File: src/rtl/ntt_bram_sched_pkg.sv
// Shared constants, FSM encoding and address helper for the NTT BRAM scheduler.
package ntt_bram_sched_pkg;

  localparam int NTT_N      = 256;
  localparam int NTT_Q      = 3329;
  localparam int NTT_LAYERS = 7;
  localparam int NTT_ZETA_W = 7;

  typedef enum logic [1:0] {
    ST_IDLE  = 2'd0,
    ST_RUN   = 2'd1,
    ST_DRAIN = 2'd2,
    ST_DONE  = 2'd3
  } state_t;

  // True when j is the final index of its butterfly group (offset == len-1).
  function automatic logic last_in_group(input logic [7:0] j, input logic [7:0] len);
    return (j & (len - 8'd1)) == (len - 8'd1);
  endfunction

endpackage

File: src/rtl/ntt_delay_line.sv
// Reset-clearable shift register used to align write-back and twiddle data with the BRAM pipeline.
module ntt_delay_line #(
  parameter int WIDTH = 1,
  parameter int DEPTH = 1
) (
  input  logic             clk,
  input  logic             rst,
  input  logic [WIDTH-1:0] d,
  output logic [WIDTH-1:0] q
);

  logic [WIDTH-1:0] stage_r [DEPTH];

  // Shift one stage per clock; reset discards everything in flight.
  always_ff @(posedge clk or posedge rst) begin
    if (rst) begin
      for (int i = 0; i < DEPTH; i++) stage_r[i] <= '0;
    end else begin
      stage_r[0] <= d;
      for (int i = 1; i < DEPTH; i++) stage_r[i] <= stage_r[i-1];
    end
  end

  assign q = stage_r[DEPTH-1];

endmodule

File: src/rtl/ntt_bram_sched.sv
// Sequences one 256-point NTT/INTT over a dual-port BRAM: one butterfly pair per cycle,
// zeta index aligned with read data, in-place write-back after BF_LAT cycles.
module ntt_bram_sched
  import ntt_bram_sched_pkg::*;
#(
  parameter int N          = NTT_N,
  parameter int ADDR_WIDTH = 8,
  parameter int BF_LAT     = 2
) (
  input  logic                  clk,
  input  logic                  rst,
  input  logic                  start,
  input  logic                  inverse,
  output logic                  busy,
  output logic                  done,
  output logic                  en_a,
  output logic                  en_b,
  output logic [ADDR_WIDTH-1:0] raddr_a,
  output logic [ADDR_WIDTH-1:0] raddr_b,
  output logic                  we_a,
  output logic                  we_b,
  output logic [ADDR_WIDTH-1:0] waddr_a,
  output logic [ADDR_WIDTH-1:0] waddr_b,
  output logic                  bf_valid,
  output logic [NTT_ZETA_W-1:0] zeta_idx
);

  localparam logic [ADDR_WIDTH-1:0] LEN_MAX   = ADDR_WIDTH'(N / 2);
  localparam logic [ADDR_WIDTH-1:0] LEN_MIN   = ADDR_WIDTH'(2);
  localparam logic [6:0]            CNT_LAST  = 7'(N / 2 - 1);
  localparam logic [3:0]            DRN_LAST  = 4'(BF_LAT);
  localparam int                    WB_W      = 1 + 2 * ADDR_WIDTH;

  state_t                  state_r, state_s;
  logic                    inv_r, inv_s;
  logic [ADDR_WIDTH-1:0]   len_r, len_s;
  logic [ADDR_WIDTH-1:0]   j_r, j_s;
  logic [ADDR_WIDTH-1:0]   rb_r, rb_s;
  logic [NTT_ZETA_W-1:0]   k_r, k_s;
  logic [6:0]              cnt_r, cnt_s;
  logic [3:0]              drn_r, drn_s;
  logic                    issue_r, issue_s;
  logic                    busy_r, busy_s;
  logic                    done_r, done_s;
  logic [ADDR_WIDTH-1:0]   nlen_s;
  logic [ADDR_WIDTH-1:0]   jn_s;

  // State and sequencing registers.
  always_ff @(posedge clk or posedge rst) begin
    if (rst) begin
      state_r <= ST_IDLE;
      inv_r   <= 1'b0;
      len_r   <= '0;
      j_r     <= '0;
      rb_r    <= '0;
      k_r     <= '0;
      cnt_r   <= 7'd0;
      drn_r   <= 4'd0;
      issue_r <= 1'b0;
      busy_r  <= 1'b0;
      done_r  <= 1'b0;
    end else begin
      state_r <= state_s;
      inv_r   <= inv_s;
      len_r   <= len_s;
      j_r     <= j_s;
      rb_r    <= rb_s;
      k_r     <= k_s;
      cnt_r   <= cnt_s;
      drn_r   <= drn_s;
      issue_r <= issue_s;
      busy_r  <= busy_s;
      done_r  <= done_s;
    end
  end

  // Next-state and next-issue computation.
  always_comb begin
    state_s = state_r;
    inv_s   = inv_r;
    len_s   = len_r;
    j_s     = j_r;
    rb_s    = rb_r;
    k_s     = k_r;
    cnt_s   = cnt_r;
    drn_s   = drn_r;
    issue_s = 1'b0;
    busy_s  = busy_r;
    done_s  = 1'b0;
    nlen_s  = inv_r ? (len_r << 1) : (len_r >> 1);
    jn_s    = j_r + 8'd1;
    case (state_r)
      ST_IDLE: begin
        if (start) begin
          state_s = ST_RUN;
          inv_s   = inverse;
          len_s   = inverse ? LEN_MIN : LEN_MAX;
          k_s     = inverse ? 7'd127 : 7'd1;
          j_s     = '0;
          rb_s    = inverse ? LEN_MIN : LEN_MAX;
          cnt_s   = 7'd0;
          issue_s = 1'b1;
          busy_s  = 1'b1;
        end else begin
          state_s = ST_IDLE;
        end
      end
      ST_RUN: begin
        // k advances once per group and keeps running across layers.
        if (last_in_group(j_r, len_r)) begin
          k_s  = inv_r ? (k_r - 7'd1) : (k_r + 7'd1);
          jn_s = j_r + len_r + 8'd1;
        end else begin
          jn_s = j_r + 8'd1;
        end
        if (cnt_r == CNT_LAST) begin
          state_s = ST_DRAIN;
          drn_s   = 4'd0;
        end else begin
          cnt_s   = cnt_r + 7'd1;
          j_s     = jn_s;
          rb_s    = jn_s + len_r;
          issue_s = 1'b1;
        end
      end
      ST_DRAIN: begin
        if (drn_r == DRN_LAST) begin
          if (inv_r ? (len_r == LEN_MAX) : (len_r == LEN_MIN)) begin
            state_s = ST_DONE;
            done_s  = 1'b1;
            busy_s  = 1'b0;
          end else begin
            state_s = ST_RUN;
            len_s   = nlen_s;
            j_s     = '0;
            rb_s    = nlen_s;
            cnt_s   = 7'd0;
            issue_s = 1'b1;
          end
        end else begin
          drn_s = drn_r + 4'd1;
        end
      end
      ST_DONE: begin
        state_s = ST_IDLE;
      end
      default: begin
        state_s = ST_IDLE;
        busy_s  = 1'b0;
      end
    endcase
  end

  logic [WB_W-1:0]         wb_d_s, wb_q_s;
  logic [NTT_ZETA_W:0]     bf_d_s, bf_q_s;

  assign wb_d_s = issue_r ? {1'b1, j_r, rb_r} : '0;
  assign bf_d_s = issue_r ? {1'b1, k_r} : '0;

  ntt_delay_line #(.WIDTH(WB_W), .DEPTH(BF_LAT + 1)) u_wb_dly (
    .clk (clk),
    .rst (rst),
    .d   (wb_d_s),
    .q   (wb_q_s)
  );

  ntt_delay_line #(.WIDTH(NTT_ZETA_W + 1), .DEPTH(1)) u_bf_dly (
    .clk (clk),
    .rst (rst),
    .d   (bf_d_s),
    .q   (bf_q_s)
  );

  assign busy     = busy_r;
  assign done     = done_r;
  assign raddr_a  = j_r;
  assign raddr_b  = rb_r;
  assign we_a     = wb_q_s[WB_W-1];
  assign we_b     = wb_q_s[WB_W-1];
  assign waddr_a  = wb_q_s[2*ADDR_WIDTH-1:ADDR_WIDTH];
  assign waddr_b  = wb_q_s[ADDR_WIDTH-1:0];
  assign en_a     = issue_r | wb_q_s[WB_W-1];
  assign en_b     = issue_r | wb_q_s[WB_W-1];
  assign bf_valid = bf_q_s[NTT_ZETA_W];
  assign zeta_idx = bf_q_s[NTT_ZETA_W-1:0];

endmodule

File: config.mk
export PLATFORM = sky130hd
export DESIGN_NAME = ntt_bram_sched
export DESIGN_NICKNAME = d
export VERILOG_FILES = /design/src/rtl/ntt_bram_sched_pkg.sv /design/src/rtl/ntt_delay_line.sv /design/src/rtl/ntt_bram_sched.sv
export SDC_FILE = /design/constraint.sdc
export NUM_CORES = 1
export LEC_CHECK = 0
export ABC_AREA = 1
export CELL_PAD_IN_SITES_DETAIL_PLACEMENT = 1
export CELL_PAD_IN_SITES_GLOBAL_PLACEMENT = 1
export CORE_MARGIN = 5
export CORE_UTILIZATION = 44
export DETAILED_ROUTE_END_ITERATION = 7
export GPL_ROUTABILITY_DRIVEN = 0
export PLACE_DENSITY = 0.87
export SYNTH_ARGS = -nofsm -noshare
export SYNTH_HDL_FRONTEND = slang
export SYNTH_SLANG_ARGS = --single-unit
export TNS_END_PERCENT = 10
File: constraint.sdc
create_clock -name clk -period 5.52 [get_ports clk]
set_clock_uncertainty 0.2 [all_clocks]
set_input_delay 1.38 -clock clk [delete_from_list [all_inputs] [get_ports clk]]
set_output_delay 1.38 -clock clk [all_outputs]
set_load 0.02 [all_outputs]
### Yosys cells after proc, flatten, opt, wreduce, memory -nomap -nowiden

Index checks and enable logic that the tools add are counted.

* logic and storage cells: 102
* output and inout bits: 46
* input port bits: 4
* register bits after elaboration: 107

* bitwise gates (word level): 2
* reduce and logical (&&, ||, !) cells: 12
* $add $sub $neg: 9
* equality and inequality tests: 16
* multiplexer cells: 48

Operator list (count)
* 8-bit two-way mux: 13
* 7-bit two-way mux: 8
* 8-bit case mux with 3 select lines: 2
* 7-bit case mux with 3 select lines: 1
* 17-bit two-way mux: 1
* 8-bit by 1-bit adder with 8-bit output, second input constant: 2
* 8-bit adder: 2
* 2-bit inequality test, second input constant: 8
* 8-bit case mux with 2 select lines: 1
* 7-bit by 1-bit adder with 7-bit output, second input constant: 2
* 7-bit case mux with 2 select lines: 1
* 1-bit two-way mux: 12
* 8-bit bitwise AND: 1
* 8-bit by 2-bit equality test with 1-bit output, second input constant: 1
* 8-bit equality test: 1
* 8-bit equality test, second input constant: 1
* 4-bit two-way mux: 2
* 2-bit case mux with 4 select lines: 1
* 4-bit case mux with 2 select lines: 1
* 4-bit AND reduction: 2
* 8-bit by 1-bit subtractor with 8-bit output, second input constant: 1
* 7-bit equality test, second input constant: 1
* 7-bit by 1-bit subtractor with 7-bit output, second input constant: 1
* 2-bit two-way mux: 3
* 13 further kinds: 18

### Logic depth before layout (Yosys ltp)

Gate-level depths: netlist (run 1).

* word-level depth: 8
* depth in mapped cells: 27
* gate-level depth less buffers: 26

### Hierarchy

A second synthesis (run 1) with hierarchy kept.

* cell total of the unflattened synthesis: 605
* area, all modules: 5529.1 sq um

By module, submodules not included
* ntt_bram_sched: instances 1, area each 3917.5 sq um, cells an instance 527
* ntt_delay_line at u_wb_dly: instances 1, area each 1407.6 sq um, cells an instance 69
* ntt_delay_line at u_bf_dly: instances 1, area each 203.9 sq um, cells an instance 9

### Worst setup path before layout (run 1)

Ideal clock, no wire load.

* kind: register to register
* start: reg j_r[0], in the netlist raddr_a[0]
* end: reg rb_r[7], in the netlist raddr_b[7]
* data required time: 5.204 ns
* setup time: 0.116 ns
* clock period less this slack: 3.320 ns
* cell stages (with the launch flop): 26
* setup slack: 2.200 ns
* data arrival time: 3.004 ns
* cells stage by stage: dfrtp_1 > inv_1 > ha_1 > inv_1 > fa_1 > nand3_1 > nand2_1 > nand2_1 > nand2_1 > a21oi_1 > xor2_1 > nand3_1 > nand2_1 > inv_1 > ha_1 > a21oi_1 > a21boi_0 > nand2_1 > nand2_1 > nand2_1 > inv_1 > nand3_1 > nand3_1 > nand2_1 > nand2_1 > nand2_1

* word-level cells in the longest chain between the ends: 7

RTL lines
* start, declared: RTL line ntt_bram_sched.sv:37 `logic [ADDR_WIDTH-1:0] j_r, j_s;`
* start signal, assigned: RTL line ntt_bram_sched.sv:66 `j_r <= j_s;`
* 8-bit adder / 8-bit bitwise AND (equally long branches): RTL line ntt_bram_sched.sv:112, ntt_bram_sched_pkg.sv:18
* 8-bit by 1-bit adder with 8-bit output / 8-bit equality test (equally long branches): RTL line ntt_bram_sched.sv:112, ntt_bram_sched_pkg.sv:18
* 8-bit two-way mux (*): RTL line ntt_bram_sched.sv:110 `if (last_in_group(j_r, len_r)) begin`
* 8-bit two-way mux (*): RTL line ntt_bram_sched.sv:92 `case (state_r)`
* 8-bit adder (*): RTL line ntt_bram_sched.sv:122 `rb_s = jn_s + len_r;`
* 8-bit two-way mux (*): RTL line ntt_bram_sched.sv:116 `if (cnt_r == CNT_LAST) begin`
* 8-bit case mux with 3 select lines (*): RTL line ntt_bram_sched.sv:92
* end signal, assigned: RTL line ntt_bram_sched.sv:67 `rb_r <= rb_s;`
* end, declared: RTL line ntt_bram_sched.sv:38 `logic [ADDR_WIDTH-1:0] rb_r, rb_s;`

Every way passes the cells marked *; elsewhere a longest branch is shown, timed or not. The select of a mux whose other input is x is not followed.
A chain may end at the register's enable or synchronous reset.

### Worst setup path after layout (run 1)

* start: reg len_r[0]
* end: reg rb_r[7], in the netlist raddr_b[7]

* word-level cells in the longest chain between the ends: 8

RTL lines
* start, declared: RTL line ntt_bram_sched.sv:36 `logic [ADDR_WIDTH-1:0] len_r, len_s;`
* start signal, assigned: RTL line ntt_bram_sched.sv:65 `len_r <= len_s;`
* parallel branches: the longest is 8 deep, another holds 8-bit adder

Several ways; the timed one is not identified. The select of a mux whose other input is x is not followed.

==> results of run 1 <==
worst paths after layout:
check,slack (ns),to,from,cells after the start
min in group asynchronous,1.45,u_wb_dly.q[10],rst,2
max reg2reg,1.35,raddr_b[7],len_r[0],25
min reg2reg,0.15,u_wb_dly.q[12],u_wb_dly.stage_r[29],0
min,0.15,u_wb_dly.q[12],u_wb_dly.stage_r[29],0
max in group asynchronous,2.78,u_wb_dly.q[1],rst,3
max,1.35,raddr_b[7],len_r[0],25
synth_stat cells (3+ instances only):
| master | count | area, um2 |
|---|---|---|
| a21oi_1 | 38 | 190 |
| a22o_1 | 7 | 61.3 |
| buf_2 | 5 | 25.0 |
| buf_4 | 18 | 135 |
| clkbuf_1 | 4 | 15.0 |
| dfrtp_1 | 106 | 2650 |
| fa_1 | 3 | 60.1 |
| ha_1 | 34 | 425 |
| inv_1 | 94 | 353 |
| inv_2 | 4 | 15.0 |
| nand2_1 | 114 | 428 |
| nand2_2 | 5 | 31.3 |
| nand3_1 | 37 | 185 |
| nand4_1 | 6 | 37.5 |
| nor2_1 | 32 | 120 |
| nor2_4 | 3 | 33.8 |
| nor3_1 | 3 | 15.0 |
| o21ai_0 | 33 | 165 |
| o21ai_1 | 8 | 40.0 |
| o22ai_1 | 5 | 31.3 |
| o31ai_1 | 4 | 30.0 |
| or2_2 | 5 | 31.3 |
| xor2_1 | 11 | 96.3 |
kinds of logic after synthesis:
group,share of synthesized area (%)
flops,49.0
simple gates,17.6
compound gates,11.5
mux,0.185
xor+xnor,2.11
buf+inv,10.6
fa+ha+maj,8.98
cell type report:
class                           instances  area, um2  area share [%]
Clock buffer                           10        229            3.71
Clock inverter                          6       42.5           0.689
Inverter                               99        377            6.10
Multi-Input combinational cell        372       2180            35.4
Sequential cell                       106       2650            43.0
Tap cell                              147        184            2.98
Timing Repair Buffer                   51        505            8.19
registers in the layout (all words and copies together) (netlist names):
signal            count
u_bf_dly.q            8
inv_r                 1
busy                  1
u_wb_dly.stage_r     33
cnt_r                 7
k_r                   7
raddr_b               8
u_wb_dly.q           17
issue_r               1
done                  1
drn_r                 4
state_r               2
raddr_a               8
len_r                 8
through the flow:
step	total power [mW]	area, um2
after CTS	1.41	6170
final	1.39	6170
after detailed placement	0.812	5900
after floorplan	0.803	5410
after global routing	1.44	6170
after global placement	0.811	5900
worst max-delay path, delay by kind of cell, from the launching register on:
kind / cells / cell delay, ns
AO/OA/AOI/OAI: 3 / 0.60
XOR/XNOR: 1 / 0.26
adder cells (fa/ha/maj): 3 / 0.95
buffers and inverters: 4 / 0.40
flip-flops: 1 / 0.40
AND/OR/NAND/NOR: 14 / 1.22
layer usage:
metal	vias up	global-route usage (%)	wire [um]
met5	-	0	0
met1	2133	25.5	5930
met3	42	4.10	591
met4	0	10.4	531
li1	1990	-	-
met2	104	36.6	7400
power groups by stage:
stage	Combinational, mW	Clock [mW]	Sequential (mW)
floorplan	0.0117	0	0.791
global placement	0.0202	0	0.791
detailed placement	0.0209	0	0.791
CTS	0.0207	0.612	0.776
global route	0.0231	0.644	0.776
finish	0.0193	0.598	0.776
==> metrics.md, run 1 <==
| Metric | Value |
|---|---|
| Status | `finished clean` |
| Synth Warn # | `0` |
| Site Rows | `40` |
| Num Clock Sinks | `106` |
| Die height | `121 um` |
| Peak supply drop | `0.000121 V` |
| Sw frac | `22.1%` |
| Post-synth ARST share | `100%` |
| Share of cells above drive strength 1 | `6.68%` |
| # nets final | `680` |
| # fillers | `1417` |
| Clock Latency Late Sink | `0.35 ns` |
| WP data arrival | `4.21 ns` |
| Switching power | `308 uW` |
| Core Box Area | `12000 um2` |
| Post-synthesis register bit count | `106` |
| Hold-fix buffers, CTS | `0` |
| Final Hold Viols | `0` |
| Detail Route Antenna Nets | `0` |
| Most frequent cells in the layout | `nand2_1, dfrtp_1, inv_1` |
| Synthesized Nets | `647` |
| Comb power frac | `1.4%` |
| Post-cts sizing count | `0` |
| Max Slew Vio Count | `0` |
| Unrepaired setup endpoints after global routing | `false` |
| Share of the yosys chip area belonging to registers | `49.0%` |
| Crit share post-route | `75.5%` |
| Area delta synth->final | `14.2%` |
| Postcts setup bufs | `0` |
| Leak | `3.19 nW` |
| Vias in the first global route | `4768` |
| Synth Flop Type | `dfrtp_1` |
| CTS tree | `done` |
| Worst path most repeated cell | `nand2_1` |
| Hold Path Class | `reg -> reg` |
| Clock slew at reported path FFs | `0.07 ns` |
| Largest net degree at the start of global routing | `84` |
| Via density | `5.40` |
| Final Setup Violations | `0` |
| Total negative slack | `0 ns` |
| DRC violations left | `0` |
| DR pass1 iterations | `4` |
| Synth Instances | `606` |
| Drt wl/cell | `18.3 um` |
| CP Max Fanout | `9` |
| Slowest stage delay, CP | `0.42 ns` |
| Initial DRC count | `313` |
| Initial core utilization | `45.0%` |
| Max Clk Rate | `240 MHz` |
| Worst Tran Pin Value | `1.03 ns` |
| Clock buffer depth | `2` |
| Power Dens Cells | `226 nW/um2` |
| GR Overflow Total | `0` |
| CP Capture Type | `flip-flop` |
| Crit path kind | `reg -> reg` |
| Internal power | `1.09 mW` |
| Finished Layout Cells | `791` |
| Post-Place Setup Slack | `1.42 ns` |
| DR vias | `4269` |
| Placed cell count | `775` |
| Syn Std Cell Area | `5410 um2` |
| Initial antenna violation count | `0` |
| Area of the die | `14600 um2` |
| Port bufs | `49` |
| Sequential Power Share | `55.7%` |
| Number of max-cap violations | `0` |
| Die Span X | `121 um` |
| Commonest non-fill, non-tap cell in the layout | `nand2_1` |
| CTS Buf Count | `9` |
| Clock share of power | `42.9%` |
| Hold Slack | `0.149 ns` |
| Final core occ | `51.4%` |
| Syn avg cell area | `8.93 um2` |
| Post-layout min period | `4.17 ns` |
| First-pass GRT wire length | `24.3 mm` |
| I/O Pins | `50` |
| EDFF count, synth | `0` |
| Cell variety after synth | `42` |
| DP HPWL | `10.6 mm` |
| CP Launch Type | `flip-flop` |
| Post-Route WL | `14.5 mm` |
| Number of diodes | `0` |
| CP required | `5.56 ns` |
| Worst setup margin | `1.35 ns` |
| CTS H-tree depth | `3` |
| Slowest CP cell | `fa_1` |
| All-Layer GR Usage | `21.3%` |
| Rel. slew slack | `31.5%` |
| CTS Root Cell | `clkbuf_16` |
(Power assumes the default switching activity.)
==> inputs of run 2 (changes only) <==
--- a/config.mk
+++ b/config.mk
@@ -9,10 +9,10 @@
 export CELL_PAD_IN_SITES_DETAIL_PLACEMENT = 1
 export CELL_PAD_IN_SITES_GLOBAL_PLACEMENT = 1
 export CORE_MARGIN = 5
-export CORE_UTILIZATION = 44
+export CORE_UTILIZATION = 40
 export DETAILED_ROUTE_END_ITERATION = 7
 export GPL_ROUTABILITY_DRIVEN = 0
-export PLACE_DENSITY = 0.87
+export PLACE_DENSITY = 0.83
 export SYNTH_ARGS = -nofsm -noshare
 export SYNTH_HDL_FRONTEND = slang
 export SYNTH_SLANG_ARGS = --single-unit
==> constraint.sdc (replaced) <==
create_clock -name clk -period 3.6 [get_ports clk]
set_clock_uncertainty 0.2 [all_clocks]
set_input_delay 0.9 -clock clk [delete_from_list [all_inputs] [get_ports clk]]
set_output_delay 0.9 -clock clk [all_outputs]
set_load 0.02 [all_outputs]
==> run 2 against run 1 <==
Against the previous run: wire length is 2.5% higher; final cell count is 5.4% higher; critical path depth is 4 lower; worst hold slack better by 0.00067 ns; first-iteration DRC count is 10% lower; utilization is 2.6 points lower; total power is 65% higher; sequential share of layout area is 1.9 points lower; die area is 9.2% higher.
==> metrics.md, run 2 (synthesis gave the netlist of run 1 again) <==
| Metric | Value |
|---|---|
| Status | `finished clean (unchanged)` |
| Hold path cells | `0 (unchanged)` |
| Area delta synth->final | `19.5% (was 14.2%)` |
| Switching power | `469 uW (was 308 uW)` |
| Unrepaired setup endpoints after global routing | `true (was false)` |
| Drt wl/cell | `17.8 um (was 18.3 um)` |
| DR vias | `4344 (was 4269)` |
| DRC violations left | `0 (unchanged)` |
| CP Capture Type | `flip-flop (unchanged)` |
| Site Rows | `42 (was 40)` |
| Max Slew Vio Count | `0 (unchanged)` |
| CP required | `3.65 ns (was 5.56 ns)` |
| Hold Path End | `u_wb_dly.q[14] (was u_wb_dly.q[12])` |
| DP HPWL | `10.5 mm (was 10.6 mm)` |
| Top layer in use | `met4 (unchanged)` |
| Largest register FFs | `33 (unchanged)` |
| Number of max-cap violations | `0 (unchanged)` |
| Post-layout min period | `3.54 ns (was 4.17 ns)` |
| Hold Path Class | `reg -> reg (unchanged)` |
| Multi-input combinational cell area | `2250 um2 (was 2180 um2)` |
| GR Overflow Total | `0 (unchanged)` |
| Post-Route WL | `14.8 mm (was 14.5 mm)` |
| Final Setup Violations | `0 (unchanged)` |
| Comb power frac | `1.5% (was 1.4%)` |
| Peak supply drop | `0.000244 V (was 0.000121 V)` |
| Reg-to-reg startpoint | `len_r[0] (unchanged)` |
| Most flop-heavy register | `u_wb_dly.stage_r (unchanged)` |
| Vias in the first global route | `4676 (was 4768)` |
| Leak | `3.29 nW (was 3.19 nW)` |
| Die height | `126 um (was 121 um)` |
| WP data arrival | `3.59 ns (was 4.21 ns)` |
| Hold Startpoint | `u_wb_dly.stage_r[31] (was u_wb_dly.stage_r[29])` |
| Total Power | `2.29 mW (was 1.39 mW)` |
| Detail Route Antenna Nets | `0 (unchanged)` |
| Max Clk Rate | `282 MHz (was 240 MHz)` |
| Num Clock Sinks | `106 (unchanged)` |
| Number of cells on the worst reg-to-reg path | `21 (was 25)` |
| Clock share of power | `46.6% (was 42.9%)` |
| Final Hold Viols | `0 (unchanged)` |
| Core Box Area | `13200 um2 (was 12000 um2)` |
| Placed cell count | `813 (was 775)` |
| Power Dens Cells | `355 nW/um2 (was 226 nW/um2)` |
| Crit share post-route | `98.4% (was 75.5%)` |
| Most frequent cells in the layout | `nand2_1, dfrtp_1, inv_1 (unchanged)` |
| DR pass1 iterations | `4 (unchanged)` |
| Rel. slew slack | `59.4% (was 31.5%)` |
| Worst r2r dst | `raddr_b[6] (was raddr_b[7])` |
| Metal3 WL | `676 um (was 591 um)` |
| Crit path kind | `reg -> reg (unchanged)` |
| Area of the die | `15900 um2 (was 14600 um2)` |
| Sw frac | `20.4% (was 22.1%)` |
| Flop2flop setup slack | `0.06 ns (was 1.35 ns)` |
| Sequential Power Share | `51.9% (was 55.7%)` |
| Internal power | `1.82 mW (was 1.09 mW)` |
| Met2 routed WL | `7.51 mm (was 7.40 mm)` |
| CP Launch Type | `flip-flop (unchanged)` |
| Clock Latency Late Sink | `0.35 ns (about the same)` |
| Clock buffer depth | `2 (unchanged)` |
| DRT met1 WL | `6.18 mm (was 5.93 mm)` |
| Largest net degree at the start of global routing | `44 (was 84)` |
| FF+latch area | `2660 um2 (was 2650 um2)` |
| Clock slew at reported path FFs | `0.07 ns (about the same)` |
| CTS tree | `done (unchanged)` |
| Worst Tran Pin Value | `0.608 ns (was 1.03 ns)` |
| Initial antenna violation count | `0 (unchanged)` |
| Via density | `5.21 (was 5.40)` |
| I/O Pins | `50 (unchanged)` |
| CP Max Fanout | `16 (was 9)` |
| CTS Root Cell | `clkbuf_16 (unchanged)` |
| Commonest non-fill, non-tap cell in the layout | `nand2_1 (unchanged)` |
| # fillers | `1533 (was 1417)` |
| Crit path launch | `len_r[0] (unchanged)` |
| Finished Layout Cells | `834 (was 791)` |
| Share of cells above drive strength 1 | `11.6% (was 6.68%)` |
| First-pass GRT wire length | `23.9 mm (was 24.3 mm)` |
| Die Span X | `126 um (was 121 um)` |
| Initial DRC count | `281 (was 313)` |
| Port bufs | `49 (unchanged)` |
| # nets final | `695 (was 680)` |
| Initial core utilization | `40.8% (was 45.0%)` |
| CTS H-tree depth | `3 (unchanged)` |
| CTS Buf Count | `9 (unchanged)` |
| Number of diodes | `0 (unchanged)` |
| All-Layer GR Usage | `18.8% (was 21.3%)` |
==> run 2: changes by cell type in the layout (fill, tap and decap cells not counted), moves of 3 or more <==
cell,change
buf_4,+13
dfrtp_1,-3
dfrtp_2,+3
inv_1,-3
inv_2,+3
==> run 2: through the flow <==
step	setup WS, ns	utilization, %	TNS (ns)	area (um2)	hold slack [ns]
final	0.0580	48.8	0	6460	0.149
after global routing	-0.106	48.8	-0.304	6460	0.157
after CTS	-0.0216	48.0	-0.0216	6350	0.150
after detailed placement	-0.0336	45.6	-0.0336	6030	0.136
after global placement	0.138	45.6	0	6030	0.133
after floorplan	0.280	-	0	5410	0.131
==> run 2: critical path: stages (launching register included) <==
cell and delay, ns:
dfrtp_1 0.37, inv_2 0.07, buf_4 0.17, ha_1 0.19, nor2_1 0.12, nand2_1 0.06, inv_1 0.08, nand3_2 0.12
nor2_4 0.22, nand2_8 0.13, nand2_1 0.08, o21a_1 0.14, inv_1 0.06, ha_1 0.21, fa_2 0.36, nand3_1 0.08
o211ai_1 0.16, nand3_1 0.14, nand2_1 0.07, o21ai_2 0.14, o21ai_0 0.10, a22o_1 0.18
==> run 2: metal layers <==
metal / track usage (%) / vias up
li1: - / 2019
met1: 23.7 / 2163
met2: 32.1 / 125
met3: 2.54 / 37
met4: 8.58 / 0
met5: 0 / -
==> run 2: worst max path at each step <==
| stage | endpoint | cells past startpoint |
|---|---|---|
| finish | raddr_b[6] | 21 |
| global route | raddr_b[7] | 24 |
| CTS | raddr_b[6] | 21 |
| detailed placement | raddr_b[6] | 21 |
| global placement | raddr_b[7] | 25 |
| floorplan | raddr_b[7] | 25 |
==> run 2: final cells by class <==
type | instances | area share [%]
clock buffer | 11 | 3.75
clock inverter | 4 | 1.14
inverter | 99 | 5.84
multi-input combinational | 372 | 34.8
sequential | 106 | 41.1
tap | 176 | 3.41
timing repair buffer | 66 | 9.95
==> run 2: power by group through the flow <==
| stage | combinational [mW] | clock (mW) | sequential (mW) |
|---|---|---|---|
| 3_3_place_gp | 0.0352 | 0 | 1.21 |
| 2_1_floorplan | 0.0183 | 0 | 1.21 |
| 5_1_grt | 0.0415 | 1.15 | 1.19 |
| 3_5_place_dp | 0.0370 | 0 | 1.21 |
| 6_report | 0.0351 | 1.07 | 1.19 |
| 4_1_cts | 0.0371 | 1.08 | 1.19 |
==> run 2: what timing repair did <==
action,in CTS,in global routing
hold buffers,0,0
setup endpoints to repair,2,5
setup buffers,0,6
pin swaps,0,4
gates resized for setup,2,21
==> inputs of run 3 (changes only) <==
--- a/config.mk
+++ b/config.mk
@@ -10,6 +10,7 @@
 export CELL_PAD_IN_SITES_GLOBAL_PLACEMENT = 1
 export CORE_MARGIN = 5
 export CORE_UTILIZATION = 40
+export CTS_CLUSTER_SIZE = 16
 export DETAILED_ROUTE_END_ITERATION = 7
 export GPL_ROUTABILITY_DRIVEN = 0
 export PLACE_DENSITY = 0.83
==> results of run 3 <==
Final layout, timing and power as in run 2 (identical DEF).
